## src/rtl/mux2x1_8bits_pkg.sv

```systemverilog
// mux2x1_8bits_pkg: shared widths, FIFO depth and lane indices for the two-lane byte merger.
// Lane indices double as selector values in the top level.
package mux2x1_8bits_pkg;
    localparam int DATA_W = 8;
    localparam int DEPTH = 4;
    localparam int PTR_W = $clog2(DEPTH);
    localparam logic LANE0 = 1'b0;
    localparam logic LANE1 = 1'b1;
endpackage

```

## src/rtl/mux2x1_8bits_fifo_sync.sv

```systemverilog
// fifo_sync_8bits: per-lane synchronous FIFO with a show-ahead head and an occupancy count.
// A push into a full FIFO is accepted only when a pop frees the head on the same edge.
module fifo_sync_8bits
    import mux2x1_8bits_pkg::*;
#(
    parameter int DATA_W = mux2x1_8bits_pkg::DATA_W,
    parameter int DEPTH = mux2x1_8bits_pkg::DEPTH
) (
    input  logic              clk,
    input  logic              reset,
    input  logic              push,
    input  logic [DATA_W-1:0] din,
    input  logic              pop,
    output logic [DATA_W-1:0] dout,
    output logic              empty,
    output logic              full
);
    localparam int PW = $clog2(DEPTH);
    logic [DATA_W-1:0] r_mem [DEPTH];
    logic [PW-1:0] r_wr;
    logic [PW-1:0] r_rd;
    logic [PW:0] r_cnt;
    logic w_wr;
    logic w_rd;
    assign empty = (r_cnt == '0);
    assign full = (r_cnt == (PW+1)'(DEPTH));
    assign w_rd = pop && !empty;
    assign w_wr = push && (!full || w_rd);
    assign dout = r_mem[r_rd];
    always_ff @(posedge clk or posedge reset) begin
        if (reset) begin
            r_wr <= '0;
            r_rd <= '0;
            r_cnt <= '0;
        end else begin
            r_wr <= w_wr ? r_wr + 1'b1 : r_wr;
            r_rd <= w_rd ? r_rd + 1'b1 : r_rd;
            r_cnt <= r_cnt + {{PW{1'b0}}, w_wr} - {{PW{1'b0}}, w_rd};
        end
    end
    always_ff @(posedge clk) begin
        if (w_wr)
            r_mem[r_wr] <= din;
    end
endmodule

```

## src/rtl/mux2x1_8bits.sv

```systemverilog
// mux2x1_8bits: merges two striped byte lanes back into one stream in strict lane0/lane1 order.
// Each lane is buffered in its own FIFO; only the lane whose turn it is may be popped.
module mux2x1_8bits
    import mux2x1_8bits_pkg::*;
#(
    parameter int DATA_W = mux2x1_8bits_pkg::DATA_W,
    parameter int DEPTH = mux2x1_8bits_pkg::DEPTH
) (
    input  logic              clk,
    input  logic              reset,
    input  logic              valid0,
    input  logic [DATA_W-1:0] data_in0,
    input  logic              valid1,
    input  logic [DATA_W-1:0] data_in1,
    output logic              valid_out,
    output logic [DATA_W-1:0] data_out,
    output logic              overflow
);
    logic r_sel;
    logic r_valid;
    logic [DATA_W-1:0] r_data;
    logic r_ovf;
    logic [DATA_W-1:0] w_dout0;
    logic [DATA_W-1:0] w_dout1;
    logic w_empty0;
    logic w_empty1;
    logic w_full0;
    logic w_full1;
    logic w_pop0;
    logic w_pop1;
    logic w_pop;
    logic w_drop;
    assign w_pop0 = (r_sel == LANE0) && !w_empty0;
    assign w_pop1 = (r_sel == LANE1) && !w_empty1;
    assign w_pop = w_pop0 || w_pop1;
    assign w_drop = (valid0 && w_full0 && !w_pop0) || (valid1 && w_full1 && !w_pop1);
    fifo_sync_8bits #(.DATA_W(DATA_W), .DEPTH(DEPTH)) u_fifo0 (
        .clk(clk), .reset(reset), .push(valid0), .din(data_in0), .pop(w_pop0),
        .dout(w_dout0), .empty(w_empty0), .full(w_full0)
    );
    fifo_sync_8bits #(.DATA_W(DATA_W), .DEPTH(DEPTH)) u_fifo1 (
        .clk(clk), .reset(reset), .push(valid1), .din(data_in1), .pop(w_pop1),
        .dout(w_dout1), .empty(w_empty1), .full(w_full1)
    );
    // data_out holds its last byte while the current lane is starved
    always_ff @(posedge clk or posedge reset) begin
        if (reset) begin
            r_sel <= LANE0;
            r_valid <= 1'b0;
            r_data <= '0;
            r_ovf <= 1'b0;
        end else begin
            r_sel <= r_sel ^ w_pop;
            r_valid <= w_pop;
            r_data <= w_pop ? (r_sel == LANE1 ? w_dout1 : w_dout0) : r_data;
            r_ovf <= r_ovf || w_drop;
        end
    end
    assign valid_out = r_valid;
    assign data_out = r_data;
    assign overflow = r_ovf;
endmodule
```

## config.mk

```make
export PLATFORM = sky130hd
export DESIGN_NAME = mux2x1_8bits
export DESIGN_NICKNAME = d
export VERILOG_FILES = /design/src/rtl/mux2x1_8bits_pkg.sv /design/src/rtl/mux2x1_8bits_fifo_sync.sv /design/src/rtl/mux2x1_8bits.sv
export SDC_FILE = /design/constraint.sdc
export NUM_CORES = 1
export LEC_CHECK = 0
export CAP_MARGIN = 30
export CORE_MARGIN = 2
export CORE_UTILIZATION = 38
export DETAILED_ROUTE_END_ITERATION = 16
export PLACE_DENSITY = 0.63
export SLEW_MARGIN = 20
export SYNTH_ARGS = -nofsm -noshare
export SYNTH_HDL_FRONTEND = slang
export SYNTH_HIERARCHICAL = 1
export SYNTH_SLANG_ARGS = --single-unit
```

## constraint.sdc

```tcl
create_clock -name clk -period 2.39 [get_ports clk]
set_clock_uncertainty 0.1 [all_clocks]
set_input_delay 0.239 -clock clk [delete_from_list [all_inputs] [get_ports clk]]
set_output_delay 0.239 -clock clk [all_outputs]
set_load 0.02 [all_outputs]
```

==> impl_metrics.env <==
export IMPL_status="complete, no violations"
export IMPL_port_buffers=29
export IMPL_fin_crit_sh=0.9783
export IMPL_cts_tree="done"
export IMPL_cts_sinks=89
export IMPL_cp_required_ns=2.53
export IMPL_p_sw_mw=1.775
export IMPL_yosysTopAreaCell="edfxtp_1"
export IMPL_pre_cts_ws_ns=-0.01200
export IMPL_drt_iter0_drc=44
export IMPL_setup_violations=0
export IMPL_synth_cells=194
export IMPL_die_area_sq_mm=0.01054
export IMPL_ir_drop_uv=561.6
export IMPL_root_buffer="clkbuf_8"
export IMPL_crit_slowest_cell="dfrtp_1"
export IMPL_fin_tns_setup_ns=0
export IMPL_ios=30
export IMPL_avgSynthCellArea_sq_um=19.06
export IMPL_drive_gt1_frac=0.3160
export IMPL_ctsLongestPathBuffers=2
export IMPL_ys_warn_count=6
export IMPL_max_freq_mhz=427.7
export IMPL_slew_headroom=0.6932
export IMPL_end_kind="flip-flop"
export IMPL_synth_distinct_cells=26
export IMPL_syn_num_nets=226
export IMPL_gp_congestion=0.7490
export IMPL_antenna_found_initial=0
export IMPL_crit_fanout=4
export IMPL_vias=1733
export IMPL_htreeDepth=3
export IMPL_core_area_sq_mm=0.009594
export IMPL_post_route_min_period_ns=2.338
export IMPL_tightest_slew_ns=0.4602
export IMPL_yosysTopAreaCellShare=0.5198
export IMPL_ys_seq_area_frac=0.6890
export IMPL_slowest_delay_ns=0.40
export IMPL_power_total_mw=5.635
export IMPL_p_leak_nw=1.638
export IMPL_path_clk_slew_ns=0.09
export IMPL_clkLatencyLatePin_ns=0.35
export IMPL_swShare=0.3150
export IMPL_fill_cells=855
export IMPL_power_per_cell_area_mw_per_mm2=1260
export IMPL_track_usage=0.1272
export IMPL_p_int_mw=3.860
export IMPL_syn_area_sq_mm=0.003697
export IMPL_via_per_inst=4.525
export IMPL_drc_errors=0
export IMPL_worst_slack_ns=0.05186
export IMPL_area_delta_synth_final_pct=20.98
export IMPL_path_cells="nor3_2, and2b_2, o31ai_4, or2_1, a21bo_1, ha_2, fa_2, xnor2_2, xnor2_1"
export IMPL_drtAntennaViolNets=0
export IMPL_grt_pass1_wl_mm=9.673
export IMPL_hold_ws_ns=0.08073
export IMPL_seqPwrFrac=0.428
export IMPL_dr_pass1_iters=4
export IMPL_start_kind="flip-flop"
export IMPL_wl_per_cell_microns=15.63
export IMPL_dpl_cell_area_sq_mm=0.004233
export IMPL_p_clk_frac=0.179
export IMPL_postLayoutCellArea_sq_mm=0.004473
export IMPL_post_dp_hpwl_mm=4.131
export IMPL_die_h_microns=102.6
export IMPL_antenna_cells=0
export IMPL_grt_pass1_vias=1862
export IMPL_cts_inserted_buffers=9
export IMPL_rows=36
export IMPL_ys_ff_latch=89
export IMPL_grt_overflow_total=0
export IMPL_critPathKind="reg2reg"
export IMPL_start_util=0.3854
export IMPL_hold_viol=0
export IMPL_ctsHoldBuffers=0
export IMPL_reg2reg_depth=9
export IMPL_fp_dieW_microns=102.6
export IMPL_wl_mm=5.986
export IMPL_drv_slew=0
export IMPL_cap_violations=0
export IMPL_synthTopCellsByArea="edfxtp_1 (52%), dfrtp_1 (17%), mux4_2 (9.7%)"
export IMPL_layout_nets=277
export IMPL_p_comb_frac=0.393
export IMPL_grt_max_degree=16
export IMPL_rsz0062_at_grt="true"
export IMPL_hold_class="in2async"
export IMPL_arrival_ns=2.48
## path summary, 6_finish.rpt
path / start / endpoint / slack [ns]
max: u_fifo1/r_cnt[1] / u_fifo1/r_cnt[2] / 0.05
min: reset / u_fifo0/r_wr[0] / 0.08
max reg2reg: u_fifo1/r_cnt[1] / u_fifo1/r_cnt[2] / 0.05
min reg2reg: overflow / overflow / 0.40
max in group asynchronous: reset / data_out[5] / 1.73
min in group clk: overflow / overflow / 0.40
## stage by stage
stage          std cells  utilization
3_5_place_dp         364       0.4412
2_1_floorplan        194            -
3_3_place_gp         364       0.4412
5_1_grt              383       0.4662
4_1_cts              382       0.4631
6_report             383       0.4662
## flip-flops by register name, summed over array words and instances, names as in the netlist
signal / count
data_out: 8
overflow: 1
r_sel: 1
u_fifo0/r_cnt: 3
u_fifo0/r_mem: 32
u_fifo0/r_rd: 2
u_fifo0/r_wr: 2
u_fifo1/r_cnt: 3
u_fifo1/r_mem: 32
u_fifo1/r_rd: 2
u_fifo1/r_wr: 2
valid_out: 1
## critical path: cells and delay by family, from the launching register on
family / cells / cell delay, ns
xor gates and xnor gates: 2 / 0.26
DFF: 1 / 0.40
adders and majority gates: 2 / 0.55
and+or+nand+nor: 3 / 0.65
AOI/OAI and AO/OA: 2 / 0.28
## synth_stat cells, drive strengths merged
library cell / number
xor2: 2
nor3b: 2
inv: 15
a21boi: 2
o221ai: 1
or2: 2
a21oi: 1
buf: 5
ha: 10
xnor2: 8
o31ai: 2
nor3: 2
mux4: 16
fa: 2
mux2: 18
nand2: 2
edfxtp: 64
mux2i: 1
dfrtp: 25
and2: 8
a21bo: 2
nor2: 3
and2b: 1
## cell usage in the layout (no fill, tap or decap), types with 3 or more instances in the layout
cell type	instances
edfxtp_1	64
clkdlybuf4s50_1	29
dfrtp_1	24
mux2_2	16
buf_4	16
mux4_2	16
inv_1	15
clkbuf_8	9
ha_1	9
and2_1	8
xnor2_1	7
nor2_1	3
## timing repair
item | CTS | global route
setup endpoints to repair | 1 | 2
gates resized for setup | 0 | 5
pin swaps | 2 | 4
buffers inserted | 2 | 1
## power groups by stage
stage | clock network (mW) | registers, mW | logic [mW]
global placement | 0 | 2.44 | 2.12
detailed placement | 0 | 2.45 | 2.16
global route | 1.10 | 2.47 | 2.46
CTS | 1.05 | 2.42 | 2.20
finish | 1.01 | 2.41 | 2.21
floorplan | 0 | 2.45 | 1.45
## routing by layer
layer  wire [microns]  up-vias  track usage
met4               90        0      0.05231
li1                 -      825            -
met2             2903       32       0.1931
met1             2814      870       0.1784
met3              178        6      0.02915
met5                0        -            0
## layout make-up
class | instances | area [sq um] | area share
timing repair buffer | 45 | 410.4 | 0.09175
sequential | 89 | 2549 | 0.5698
clock buffer | 10 | 127.6 | 0.02853
clock inverter | 6 | 67.56 | 0.01510
tap | 133 | 166.4 | 0.03720
multi-input combinational | 85 | 1096 | 0.2450
inverter | 15 | 56.30 | 0.01259
## logic make-up after synthesis
kind of cell | Yosys count | share of synthesized area
flip-flops | 89 | 0.6890
buffers and inverters | 20 | 0.02301
AO/OA/AOI/OAI | 8 | 0.02199
XOR/XNOR | 10 | 0.02369
adder cells (fa/ha/maj) | 12 | 0.04467
AND/OR/NAND/NOR | 20 | 0.03723
multiplexers | 35 | 0.1604
Power figures use the tool's default switching activity.
